$ cat config.mk
export PLATFORM = sky130hd
export DESIGN_NAME = mux_rr_arbiter
export DESIGN_NICKNAME = d
export VERILOG_FILES = /design/src/rtl/mux_rr_arbiter.sv
export SDC_FILE = /design/constraint.sdc
export NUM_CORES = 1
export LEC_CHECK = 0
export ABC_AREA = 1
export CORE_ASPECT_RATIO = 1.1
export CORE_MARGIN = 4
export CORE_UTILIZATION = 55
export CTS_CLUSTER_SIZE = 30
export DETAILED_ROUTE_END_ITERATION = 10
export HOLD_SLACK_MARGIN = 0.15
export MAX_ROUTING_LAYER = met4
export PLACE_DENSITY = 0.77
export SYNTH_ARGS = -nofsm -noshare
export SYNTH_HDL_FRONTEND = slang
export SYNTH_SLANG_ARGS = --single-unit
export TNS_END_PERCENT = 20
$ cat constraint.sdc
create_clock -name clk -period 3.4 [get_ports clk]
set_clock_uncertainty 0.2 [all_clocks]
set_input_delay 0.68 -clock clk [delete_from_list [all_inputs] [get_ports clk]]
set_output_delay 0.68 -clock clk [all_outputs]
set_load 0.005 [all_outputs]
$ cat src/rtl/mux_rr_arbiter.sv
// Round-robin arbiter driving the select lines of an 8:1 mux.
// One owner at a time. The owner is preempted after MAX_HOLD consecutive
// grant cycles if another requester is waiting. Every output is a flop.
module mux_rr_arbiter #(
  parameter int MAX_HOLD = 16
) (
  input  logic       clk,
  input  logic       rst_n,
  input  logic [7:0] req,
  output logic [7:0] gnt,
  output logic       sel0,
  output logic       sel1,
  output logic       sel2,
  output logic       busy
);

  typedef enum logic {IDLE, GRANT} state_t;

  localparam logic [7:0] HOLD_MAX = 8'(MAX_HOLD - 1);

  state_t     state;
  logic [2:0] ptr;
  logic [2:0] sel;
  logic [7:0] hold_cnt;

  logic [7:0] cand;
  logic [2:0] pick_idx;
  logic       pick_vld;
  logic       owner_req;
  logic       do_grant;
  logic       do_release;

  assign sel0 = sel[0];
  assign sel1 = sel[1];
  assign sel2 = sel[2];

  // While granted, the owner is masked out of the search. ptr already sits
  // one past the owner, so the owner would be the last choice anyway.
  always_comb begin
    cand      = (state == GRANT) ? (req & ~gnt) : req;
    owner_req = (state == GRANT) && |(req & gnt);
  end

  // First candidate in search order ptr, ptr+1, ..., ptr+7 (mod 8).
  always_comb begin
    pick_vld = 1'b0;
    pick_idx = ptr;
    for (int i = 0; i < 8; i++) begin
      if (!pick_vld && cand[ptr + 3'(i)]) begin
        pick_vld = 1'b1;
        pick_idx = ptr + 3'(i);
      end
    end
  end

  // A new grant is issued in three cases: from idle, when the owner drops
  // its request, or when the owner has used up its hold budget.
  // A release happens when the owner drops its request and nobody else is
  // waiting.
  always_comb begin
    do_grant   = pick_vld && ((state == IDLE) || !owner_req || (hold_cnt == HOLD_MAX));
    do_release = (state == GRANT) && !owner_req && !pick_vld;
  end

  // Arbiter FSM: the grant, the select lines, the pointer and the hold counter.
  always_ff @(posedge clk or negedge rst_n) begin
    if (!rst_n) begin
      state    <= IDLE;
      gnt      <= '0;
      sel      <= '0;
      busy     <= 1'b0;
      ptr      <= '0;
      hold_cnt <= '0;
    end else begin
      if (do_grant) begin
        state    <= GRANT;
        gnt      <= 8'd1 << pick_idx;
        sel      <= pick_idx;
        busy     <= 1'b1;
        ptr      <= pick_idx + 3'd1;
        hold_cnt <= '0;
      end else begin
        case (state)
          IDLE: ;
          GRANT: begin
            if (do_release) begin
              // sel keeps the last index so the mux input stays stable
              state    <= IDLE;
              gnt      <= '0;
              busy     <= 1'b0;
              hold_cnt <= '0;
            end else if (hold_cnt < HOLD_MAX) begin
              hold_cnt <= hold_cnt + 8'd1;
            end
          end
          default: state <= IDLE;
        endcase
      end
    end
  end

endmodule

==> summary.md <==
| Metric | Value |
|---|---|
| Cts bufs inserted | `3` |
| CTS tree | `built` |
| Reg clk slew, reported paths | `130 ps` |
| Met3 Track Usage GR | `0.0206` |
| Max Cap Violations | `0` |
| Vias | `1902` |
| Setup_tns | `0 ps` |
| Worst-case clock buffer depth | `2` |
| DRC viols | `0` |
| Synth warn | `0` |
| Critical path's top delay family | `simple AND/OR/NAND/NOR gates` |
| Final WL | `4810 um` |
| Buf/Inv on CP | `2` |
| Fin crit period | `3190 ps` |
| Post-synthesis xor/xnor area fraction | `0.0313` |
| Hold buffers post-CTS | `0` |
| Crit path kind | `in2reg` |
| Post-synthesis simple-gate area fraction | `0.452` |
| Worst slew pin tran | `439 ps` |
| Met1 usage | `0.335` |
| Syn nets | `303` |
| CP required | `3400 ps` |
| Post-Synthesis Cells | `285` |
| Largest net degree at the start of global routing | `25` |
| Outcome | `complete, no violations` |
| Antenna viol nets, final | `0` |
| Sequential share of the synthesized area | `0.307` |
| Slowest-stage cell, CP | `clkdlybuf4s50_1` |
| Final Util | `0.682` |
| First-pass GRT wire length | `8330 um` |
| Area fraction in compound gates after synthesis | `0.0696` |
| Mapped Avg Cell Area | `6.88 sq um` |
| Tcrit/Tclk final | `0.938` |
| Die height | `70.6 um` |
| Critical Path AT | `3190 ps` |
| Largest family of logic cells by synthesized area | `simple AND/OR/NAND/NOR gates` |
| Iteration-0 DRC Markers | `143` |
| Area grow syn2layout | `17.9%` |
| Netlist Area Pre-Place | `0.00196 sq mm` |
| DR pass1 iterations | `4` |
| Final Hold Fails | `0` |
| Core box area | `0.00339 sq mm` |
| Fraction of registers with async set/reset | `1.00` |
| Rows | `22` |
| Vias in the first global route | `1797` |
| Post-Synth Adder-Cell Area | `0.0511` |
| Clk_lat worst skew | `310 ps` |
| GRT Residual Overflow | `0` |
| Post-DP HPWL | `3850 um` |
| IO buf count | `21` |
| Ys flop type | `dfrtp_1` |
| FMAX | `0.314 GHz` |
| H-tree Lvls | `1` |
| Worst slew margin | `0.707` |
| Chip width | `64.9 um` |
| EDFF count, synth | `0` |
| Final setup viols | `0` |
| Total GRT Usage | `0.232` |
| Max FO, Critical Path | `5` |
| # nets final | `337` |
| Clock sinks | `24` |
| Yosys cell types | `32` |
| Root Buffer | `clkbuf_4` |
| Crit-path max cell delay | `520 ps` |
| Met2 GRT Util | `0.356` |
| ANT cells | `0` |
| Die area | `0.00458 sq mm` |
| Layout cells sized above 1 | `0.126` |
| Cell chain of the critical path | `clkdlybuf4s50_1 > nand3_1 > nand3_1 > nand2_1 > o21ai_2 > nor2_8 > nand3b_1 > buf_4 > o211ai_1 > nand3_1 > nand2_1 > nand2_1 > nand2_1 > ha_1 > ha_1 > nand2_1 > o21ai_0` |
| Yosys reg bits | `24` |
| Busiest layer in global routing | `met2` |
| CP endpoint kind | `flip-flop` |
| Initial core utilization | `0.579` |
| DR vias/cell | `5.21` |
| DR WL/cell | `13.2 um` |
| Worst Setup Start Kind | `primary input` |
| Placer's final routability congestion estimate | `0.942` |
| Fin. max-slew vios | `0` |
| Mux cell area share after synthesis | `0` |
| Worst Hold Class | `reg2reg` |
| Crit-path most repeated cell | `nand2_1` |
| Unrepaired setup endpoints after global routing | `false` |
| Number of I/O pins | `22` |
| Initial antenna violation count | `0` |
-- what timing repair did --
item,4_1_cts,5_1_grt
buffers inserted,0,1
resized for setup,0,2
setup endpoints to repair,0,8
-- logic make-up after synthesis --
family | count (synthesis)
xor+xnor | 4
simple gates | 190
flops | 24
compound gates | 20
buf+inv | 39
fa+ha+maj | 8
-- Yosys cell counts, types with 3 or more instances --
cell type	instances	share of area
nand2_1	102	0.20
nand3_1	52	0.13
inv_1	25	0.048
dfrtp_1	24	0.31
nor2_1	20	0.038
o21ai_0	9	0.023
ha_1	8	0.051
inv_2	7	0.013
buf_4	3	0.011
nand4_1	3	0.0096
-- cell type report --
class	instances	area (sq um)
timing repair buffer	36	323
fill	320	1080
multi-input combinational	222	1180
sequential	24	601
clock buffer	3	22.5
inverter	32	120
tap	48	60.1
-- state kept, by name, indices dropped and copies added, names as in the netlist --
| register | flops |
|---|---|
| busy | 1 |
| hold_cnt | 8 |
| gnt | 8 |
| ptr | 3 |
| sel | 3 |
| state | 1 |
-- layout by cell type (no fill, tap or decap), types with 3 or more instances in the layout --
master / synthesis / layout
nand3_1: 52 / 52
clkbuf_4: 0 / 3
buf_4: 3 / 15
nand4_1: 3 / 3
inv_2: 7 / 8
ha_1: 8 / 8
inv_1: 25 / 24
clkdlybuf4s50_1: 0 / 21
dfrtp_1: 24 / 24
nor2_1: 20 / 20
o21ai_0: 9 / 8
nand2_1: 102 / 102
-- worst min-delay path, delay by kind of cell, from the launching register on --
| kind | cells | cell delay [ps] |
|---|---|---|
| flip-flops | 1 | 370 |
| AND/OR/NAND/NOR | 2 | 100 |
-- metrics by stage --
step                cells  area [sq um]  hold slack, ps  setup WS [ps]
finish                365          2310             299            211
CTS                   364          2300             298            170
detailed placement    361          2280             265          -65.9
global route          365          2310             333           4.83
global placement      361          2280             258          -15.2
floorplan             285          1960             184            300
-- routing by layer --
layer,routed length (um),share of wire,vias up
met5,0,0,-
met1,2300,0.48,848
li1,-,-,987
met3,206,0.043,8
met4,59,0.012,0
met2,2240,0.47,59
-- worst paths after layout --
path	startpoint	end	slack, ps	cells after the start
min	sel[2]$_DFFE_PN0P_	sel[2]$_DFFE_PN0P_	300	2
max	req[6]	ptr[2]$_DFFE_PN0P_	210	17
max in group asynchronous	rst_n	hold_cnt[6]$_DFFE_PN0P_	2270	2
min in group asynchronous	rst_n	gnt[7]$_DFFE_PN0P_	500	2
min reg2reg	sel[2]$_DFFE_PN0P_	sel[2]$_DFFE_PN0P_	300	2
max reg2reg	ptr[1]$_DFFE_PN0P_	ptr[2]$_DFFE_PN0P_	220	20
Power is left out: the tool's default activity adds up to more than one toggle a clock period on the data nets, which glitch-free logic cannot reach.
